--- src/rtl/trap_ctrl_pkg.sv ---
// Shared types and constants for the trap sequencer.
// Latency: n/a (declarations only).
// Backpressure: n/a.
package trap_ctrl_pkg;

  // Sequencer states; the block is stalled in every state except ST_IDLE.
  typedef enum logic [1:0] {
    ST_IDLE,
    ST_DRAIN,
    ST_COMMIT,
    ST_REDIRECT
  } trap_state_t;

  // Source of the mtval value latched when a trap is accepted.
  typedef enum logic [1:0] {
    TVAL_ZERO,
    TVAL_INST,
    TVAL_BADADDR,
    TVAL_PC
  } tval_sel_t;

  // Bit positions inside the commit-stage exception vector.
  localparam int EX_ILLEGAL       = 0;
  localparam int EX_INST_MISALIGN = 1;
  localparam int EX_ECALL         = 2;
  localparam int EX_EBREAK        = 3;
  localparam int EX_ST_MISALIGN   = 4;
  localparam int EX_LD_MISALIGN   = 5;

  // Exception codes as written to mcause.
  localparam logic [31:0] CAUSE_ILLEGAL       = 32'd2;
  localparam logic [31:0] CAUSE_INST_MISALIGN = 32'd0;
  localparam logic [31:0] CAUSE_ECALL         = 32'd11;
  localparam logic [31:0] CAUSE_EBREAK        = 32'd3;
  localparam logic [31:0] CAUSE_ST_MISALIGN   = 32'd6;
  localparam logic [31:0] CAUSE_LD_MISALIGN   = 32'd4;
  // Machine timer interrupt code; the interrupt flag (MSB) is added by the encoder
  // so the value stays correct for any XLEN.
  localparam logic [31:0] CAUSE_MTI           = 32'd7;

endpackage

--- src/rtl/trap_prio_enc.sv ---
// Picks the single highest-priority trap source: exceptions (lowest bit first), then interrupt.
// Latency: combinational.
// Backpressure: none; the caller decides when the result is used.
module trap_prio_enc
  import trap_ctrl_pkg::*;
#(
  parameter int XLEN = 32
) (
  input  logic [5:0]      ex_vec_i,
  input  logic            int_pend_i,
  output logic            take_o,
  output logic            is_int_o,
  output logic [XLEN-1:0] cause_o,
  output logic [1:0]      tval_sel_o
);

  // Fixed priority chain: an exception always beats the interrupt.
  always_comb begin
    take_o     = 1'b1;
    is_int_o   = 1'b0;
    cause_o    = '0;
    tval_sel_o = TVAL_ZERO;
    if (ex_vec_i[EX_ILLEGAL]) begin
      cause_o    = XLEN'(CAUSE_ILLEGAL);
      tval_sel_o = TVAL_INST;
    end else if (ex_vec_i[EX_INST_MISALIGN]) begin
      cause_o    = XLEN'(CAUSE_INST_MISALIGN);
      tval_sel_o = TVAL_BADADDR;
    end else if (ex_vec_i[EX_ECALL]) begin
      cause_o    = XLEN'(CAUSE_ECALL);
      tval_sel_o = TVAL_ZERO;
    end else if (ex_vec_i[EX_EBREAK]) begin
      cause_o    = XLEN'(CAUSE_EBREAK);
      tval_sel_o = TVAL_PC;
    end else if (ex_vec_i[EX_ST_MISALIGN]) begin
      cause_o    = XLEN'(CAUSE_ST_MISALIGN);
      tval_sel_o = TVAL_BADADDR;
    end else if (ex_vec_i[EX_LD_MISALIGN]) begin
      cause_o    = XLEN'(CAUSE_LD_MISALIGN);
      tval_sel_o = TVAL_BADADDR;
    end else if (int_pend_i) begin
      is_int_o   = 1'b1;
      cause_o    = {1'b1, (XLEN-1)'(CAUSE_MTI)};
      tval_sel_o = TVAL_ZERO;
    end else begin
      take_o     = 1'b0;
    end
  end

endmodule

--- src/rtl/trap_ctrl.sv ---
// Trap/MRET sequencer: accept at commit, drain pipe, pulse CSR, redirect fetch.
// Latency: accept N, DRAIN N+1.., COMMIT one cycle, REDIRECT until fetch ready (min 4 cycles to IDLE).
// Backpressure: holds redirect valid/PC stable until i_redirect_ready; stalls commit/fetch meanwhile.
module trap_ctrl
  import trap_ctrl_pkg::*;
#(
  parameter int XLEN      = 32,
  parameter int DRAIN_MAX = 8,
  parameter int VECTORED  = 0
) (
  input  logic            i_clk,
  input  logic            i_rst,
  input  logic            i_valid,
  input  logic [XLEN-1:0] i_pc,
  input  logic [31:0]     i_inst,
  input  logic [XLEN-1:0] i_badaddr,
  input  logic [5:0]      i_ex_vec,
  input  logic            i_int_pend,
  input  logic            i_mret,
  input  logic            i_pipe_empty,
  input  logic [XLEN-1:0] i_tvec,
  input  logic [XLEN-1:0] i_epc,
  input  logic            i_redirect_ready,
  output logic            o_stall,
  output logic            o_flush,
  output logic            o_trap_take,
  output logic            o_mret_take,
  output logic [XLEN-1:0] o_cause,
  output logic [XLEN-1:0] o_tval,
  output logic [XLEN-1:0] o_trap_pc,
  output logic            o_redirect_valid,
  output logic [XLEN-1:0] o_redirect_pc
);

  localparam int              CNT_W    = (DRAIN_MAX > 1) ? $clog2(DRAIN_MAX) : 1;
  localparam logic [CNT_W-1:0] CNT_LAST = CNT_W'(DRAIN_MAX - 1);
  localparam logic [XLEN-1:0]  ALIGN_MASK = ~XLEN'(3);
  localparam logic [XLEN-1:0]  MTI_VEC_OFF = XLEN'(4 * CAUSE_MTI);

  trap_state_t     state_q;
  logic [CNT_W-1:0] cnt_q;
  logic            is_mret_q;
  logic            is_int_q;
  logic [XLEN-1:0] cause_q;
  logic [XLEN-1:0] tval_q;
  logic [XLEN-1:0] trap_pc_q;
  logic [XLEN-1:0] redirect_pc_q;

  logic            enc_take;
  logic            enc_is_int;
  logic [XLEN-1:0] enc_cause;
  logic [1:0]      enc_tval_sel;
  logic            accept;
  logic            drain_done;
  logic [XLEN-1:0] tval_d;
  logic [XLEN-1:0] redirect_pc_d;

  trap_prio_enc #(.XLEN(XLEN)) u_prio (
    .ex_vec_i   (i_ex_vec),
    .int_pend_i (i_int_pend),
    .take_o     (enc_take),
    .is_int_o   (enc_is_int),
    .cause_o    (enc_cause),
    .tval_sel_o (enc_tval_sel)
  );

  // Acceptance and drain-exit conditions; reset gates acceptance so flush stays low in reset.
  always_comb begin
    accept     = i_rst && (state_q == ST_IDLE) && i_valid &&
                 ((|i_ex_vec) || i_int_pend || i_mret);
    drain_done = i_pipe_empty || (cnt_q == CNT_LAST);
  end

  // mtval source select and fetch target for the COMMIT exit edge.
  always_comb begin
    tval_d = '0;
    case (enc_tval_sel)
      TVAL_INST:    tval_d = XLEN'(i_inst);
      TVAL_BADADDR: tval_d = i_badaddr;
      TVAL_PC:      tval_d = i_pc;
      default:      tval_d = '0;
    endcase
    if (is_mret_q) begin
      redirect_pc_d = i_epc & ALIGN_MASK;
    end else if ((VECTORED != 0) && is_int_q) begin
      redirect_pc_d = (i_tvec & ALIGN_MASK) + MTI_VEC_OFF;
    end else begin
      redirect_pc_d = i_tvec & ALIGN_MASK;
    end
  end

  // Sequencer FSM with latched trap state; reset abandons any trap in progress.
  always_ff @(posedge i_clk) begin
    if (!i_rst) begin
      state_q       <= ST_IDLE;
      cnt_q         <= '0;
      is_mret_q     <= 1'b0;
      is_int_q      <= 1'b0;
      cause_q       <= '0;
      tval_q        <= '0;
      trap_pc_q     <= '0;
      redirect_pc_q <= '0;
    end else begin
      case (state_q)
        ST_IDLE: begin
          if (accept) begin
            state_q <= ST_DRAIN;
            if (enc_take) begin
              is_mret_q <= 1'b0;
              is_int_q  <= enc_is_int;
              cause_q   <= enc_cause;
              tval_q    <= tval_d;
              trap_pc_q <= i_pc;
            end else begin
              // MRET only records its kind; CSR-visible trap values stay as they were.
              is_mret_q <= 1'b1;
              is_int_q  <= 1'b0;
            end
          end
        end
        ST_DRAIN: begin
          if (drain_done) begin
            state_q <= ST_COMMIT;
            cnt_q   <= '0;
          end else begin
            cnt_q   <= cnt_q + 1'b1;
          end
        end
        ST_COMMIT: begin
          redirect_pc_q <= redirect_pc_d;
          state_q       <= ST_REDIRECT;
        end
        ST_REDIRECT: begin
          if (i_redirect_ready) state_q <= ST_IDLE;
        end
        default: state_q <= ST_IDLE;
      endcase
    end
  end

  // Output decode from registered state and latched values.
  always_comb begin
    o_stall          = (state_q != ST_IDLE);
    o_flush          = accept || (state_q == ST_DRAIN);
    o_trap_take      = (state_q == ST_COMMIT) && !is_mret_q;
    o_mret_take      = (state_q == ST_COMMIT) && is_mret_q;
    o_redirect_valid = (state_q == ST_REDIRECT);
    o_cause          = cause_q;
    o_tval           = tval_q;
    o_trap_pc        = trap_pc_q;
    o_redirect_pc    = redirect_pc_q;
  end

endmodule

--- config.mk ---
export PLATFORM = sky130hd
export DESIGN_NAME = trap_ctrl
export DESIGN_NICKNAME = d
export VERILOG_FILES = /design/src/rtl/trap_ctrl_pkg.sv /design/src/rtl/trap_prio_enc.sv /design/src/rtl/trap_ctrl.sv
export SDC_FILE = /design/constraint.sdc
export NUM_CORES = 1
export LEC_CHECK = 0
export CORE_ASPECT_RATIO = 1.75
export CORE_MARGIN = 5
export CORE_UTILIZATION = 38
export CTS_CLUSTER_SIZE = 25
export DETAILED_ROUTE_END_ITERATION = 12
export PLACE_DENSITY = 0.82
export SETUP_SLACK_MARGIN = 0.4
export SYNTH_ARGS = -nofsm -noshare
export SYNTH_HDL_FRONTEND = slang
export SYNTH_SLANG_ARGS = --single-unit
--- constraint.sdc ---
create_clock -name i_clk -period 2.1 [get_ports i_clk]
set_input_delay 0.42 -clock i_clk [delete_from_list [all_inputs] [get_ports i_clk]]
set_output_delay 0.42 -clock i_clk [all_outputs]
set_load 0.01 [all_outputs]
==> summary.json, run 1 <==
{
  "status": {
    "run_status": "completed"
  },
  "detailed_routing": {
    "route.detailed.drc": 0,
    "postRouteAntennaNets": 0,
    "drt-wirelength-per-cell_um": 18.4,
    "vias_per_std_cell": 5.17,
    "detail_route.iter0.violations": 164,
    "routed-via-count": 5210,
    "drt-pass1-iter-count": 4,
    "total_detailed_routing_wirelength_um": 18500
  },
  "floorplanning": {
    "fp.dieArea_um2": 15800,
    "die_y_um": 163,
    "die-width_um": 97.2,
    "initial_standard_cell_utilization_of_the_core_pct": 38.9,
    "rows": 55,
    "pin_count": 306,
    "core_region_area_um2": 13000
  },
  "sta": {
    "maxClockFrequency_mhz": 542,
    "finalCritPeriodShare_pct": 87.8,
    "layout_min_cycle_time_ns": 1.84,
    "final_total_negative_setup_slack_ns": 0,
    "fin_worst_skew_ns": 0.0114,
    "maxSlewViolCount": 0,
    "grt_setup_unrepaired": "true",
    "worst-slew-pin-transition_ns": 0.600,
    "setup_viol": 0,
    "final_hold_viol_count": 0,
    "slew_headroom_pct": 60.0
  },
  "setup_path": {
    "cp.buffers_inverters": 2,
    "timing.critical_path.mode_cell": "sky130_fd_sc_hd__buf_6",
    "worst_setup_path_start_kind": "input pin",
    "cpPeakStageDelay_ns": 0.55,
    "worstSetupPathType": "in2out",
    "worst-path-max-fanout": 2,
    "kind_of_cell_adding_the_most_delay_to_the_critical_path": "simple AND/OR/NAND/NOR gates",
    "timing.critical_path.cells": "buf_6 -> or4_4 -> o21ai_4 -> nand2_4 -> buf_6",
    "critPathRequiredTime_ns": 1.68,
    "crit_path_end_kind": "output pin",
    "setup.reg_to_reg.worst_slack_ns": 0.41,
    "critical_path.slowest_cell": "sky130_fd_sc_hd__or4_4",
    "worst_ep_arrival_time_ns": 1.42
  },
  "power_and_ir_drop": {
    "ir_worst_vdd_mv": 0.614,
    "power_per_cell_area_nw_per_um2": 827,
    "total_leakage_power_nw": 3.97
  },
  "yosys": {
    "synth-seq-area-share_pct": 41.5,
    "synth-edff-count": 0,
    "syn_area_um2": 5060,
    "post-synth-top-area-fraction_pct": 41.5,
    "postSynthRegisterBits": 105,
    "main_synth_ff_type": "sky130_fd_sc_hd__dfxtp_1",
    "syn-instance-count": 564,
    "syn_avg_cell_area_um2": 8.97,
    "synthArstFlopShare_pct": 0,
    "synth.distinct_cells": 39,
    "post_synthesis_cell_type_with_the_largest_combined_area": "sky130_fd_sc_hd__dfxtp_1",
    "leading_cell_types_by_total_area_after_synthesis": "sky130_fd_sc_hd__dfxtp_1 (42%), sky130_fd_sc_hd__nand2_1 (7.5%), sky130_fd_sc_hd__mux2i_1 (6.5%), sky130_fd_sc_hd__o211a_1 (5.9%), sky130_fd_sc_hd__a22o_1 (5.7%)",
    "synthesis.yosys.warnings": 0
  },
  "global_routing": {
    "grt_max_degree": 68,
    "via_count_of_the_first_global_routing_pass": 5384,
    "wire_length_of_the_first_global_routing_pass_um": 28000,
    "groute.usage.overall_pct": 22.1,
    "overflow": 0,
    "grt_antenna_before_repair": 0
  },
  "layout": {
    "layout_commonest_cell": "sky130_fd_sc_hd__clkdlybuf4s50_1",
    "most-common-layout-cells": "sky130_fd_sc_hd__clkdlybuf4s50_1 (218), sky130_fd_sc_hd__dfxtp_1 (102), sky130_fd_sc_hd__nand2_1 (100)",
    "nNetsFinal": 1012,
    "area_delta_synth_final_pct": 67.4,
    "n_antenna_cell": 0,
    "final_layout_size_suffix_gt1_share_pct": 9.44,
    "fin_cells": 1008
  },
  "clocking": {
    "cts_num_sinks": 105,
    "cts_buffer_depth": 2,
    "cts.reportedPaths.clkPinSlew_ns": 0.07,
    "tritoncts": "done",
    "clkLatencyLatePin_ns": 0.34,
    "root_buffer": "sky130_fd_sc_hd__clkbuf_16",
    "cts_made_buffers": 9,
    "cts_htree_levels": 3
  },
  "place": {
    "dpl.cell_count": 987,
    "port-buffer-count": 272,
    "gpl.final_weighted_congestion": 0.879,
    "detailed_place_hpwl_um": 14100
  },
  "flow_run": {
    "cap_violations": 0
  },
  "min_path": {
    "worst_hold_path_type": "reg2reg"
  }
}
## what timing repair did
item / 4_1_cts / 5_1_grt
cloned: 0 / 1
hold buffers: 0 / 0
setup endpoints to repair: 81 / 88
buffers inserted: 3 / 1
resized for setup: 57 / 52
pin swaps: 6 / 3
## per-stage QoR
step,power [mW],cell area [µm²],hold slack [ns],utilization [%],setup WS (ns)
after floorplan,3.91,5230,0.449,-,0.214
after global placement,5.24,7960,0.440,61.2,-0.457
after detailed placement,5.34,7960,0.444,61.2,-0.470
after CTS,6.99,8290,0.454,63.8,0.227
after global routing,7.39,8470,0.476,65.1,0.225
final,7.00,8470,0.450,65.1,0.256
## area by class of cell
| cell class | instances | area, µm² |
|---|---|---|
| clock inverters | 6 | 43.8 |
| well taps | 171 | 214 |
| inverters | 6 | 25.0 |
| repair buffers | 305 | 3150 |
| multi-input cells | 405 | 2700 |
| clock buffers | 10 | 229 |
| flip-flops and latches | 105 | 2110 |
| fillers | 1009 | 4530 |
## path summary, 6_finish.rpt
kind	startpoint	depth (start not counted)	end
worst min register to register	o_trap_pc[24]	2	o_trap_pc[24]
worst max register to register	state_q[0]	8	o_tval[10]
worst max-delay path	i_ex_vec[0]	5	o_flush
worst min-delay path	o_trap_pc[24]	2	o_trap_pc[24]
## cells by family after synthesis
family	Yosys count	synth area share [%]
AO/OA/AOI/OAI	181	26.8
flip-flops	105	41.5
adder cells (fa/ha/maj)	7	1.73
AND/OR/NAND/NOR	155	14.1
buffers and inverters	82	9.22
other	1	0.0741
multiplexers	33	6.53
## power by group
| group | leakage, nW | internal, mW | total, mW | switching, mW |
|---|---|---|---|---|
| sequential | 0.857 | 2.37 | 2.58 | 0.203 |
| clock | 0.133 | 0.810 | 1.57 | 0.757 |
| combinational | 2.98 | 1.57 | 2.86 | 1.29 |
## worst reg2reg max path: stages, from the launching register on
cell and delay (ns):
sky130_fd_sc_hd__dfxtp_2 0.33, sky130_fd_sc_hd__inv_2 0.08, sky130_fd_sc_hd__ha_4 0.14, sky130_fd_sc_hd__and3_4 0.23, sky130_fd_sc_hd__buf_6 0.13, sky130_fd_sc_hd__o21a_4 0.21, sky130_fd_sc_hd__nor2_8 0.06, sky130_fd_sc_hd__clkbuf_16 0.18
sky130_fd_sc_hd__a22o_1 0.23
## sequential cells by signal, summed over array words and instances (netlist names)
name and flops:
o_trap_pc 32, o_tval 32, o_redirect_pc 30, o_cause 5, cnt_q 3, state_q 2, is_mret_q 1
## synth_stat cells, types with 2 or more instances
cell type,count
sky130_fd_sc_hd__o21ai_0,35
sky130_fd_sc_hd__o21a_1,2
sky130_fd_sc_hd__a22o_1,33
sky130_fd_sc_hd__clkbuf_1,31
sky130_fd_sc_hd__inv_1,6
sky130_fd_sc_hd__a21boi_0,20
sky130_fd_sc_hd__mux2i_1,33
sky130_fd_sc_hd__nand3_1,3
sky130_fd_sc_hd__buf_1,5
sky130_fd_sc_hd__a21oi_1,18
sky130_fd_sc_hd__buf_8,3
sky130_fd_sc_hd__ha_1,7
sky130_fd_sc_hd__dfxtp_1,105
sky130_fd_sc_hd__a22oi_1,32
sky130_fd_sc_hd__nor3_1,2
sky130_fd_sc_hd__nand2_1,101
sky130_fd_sc_hd__buf_4,29
sky130_fd_sc_hd__a21boi_1,5
sky130_fd_sc_hd__nor2_1,6
sky130_fd_sc_hd__buf_2,7
sky130_fd_sc_hd__o211a_1,30
sky130_fd_sc_hd__nand2b_1,34
## layer usage
layer  GRT usage [%]  wire length (µm)  up-vias
li1                -                 -     2467
met4            11.3               923        0
met5               0                 0        -
met3            6.26              1440       58
met1            22.3              6460     2419
met2            40.9              9730      266
Power figures use the tool's default switching activity.
==> run 2: changes to the inputs <==
ABC_AREA = 0   (was default)
==> results of run 2 <==
The final DEF is identical to that of run 1; final timing and power are the same.
==> run 3: changes to the inputs <==
HOLD_SLACK_MARGIN = 0.08   (was default)
SLEW_MARGIN = 0   (was default)
==> results of run 3 <==
The final DEF is identical to that of run 1; final timing and power are the same.
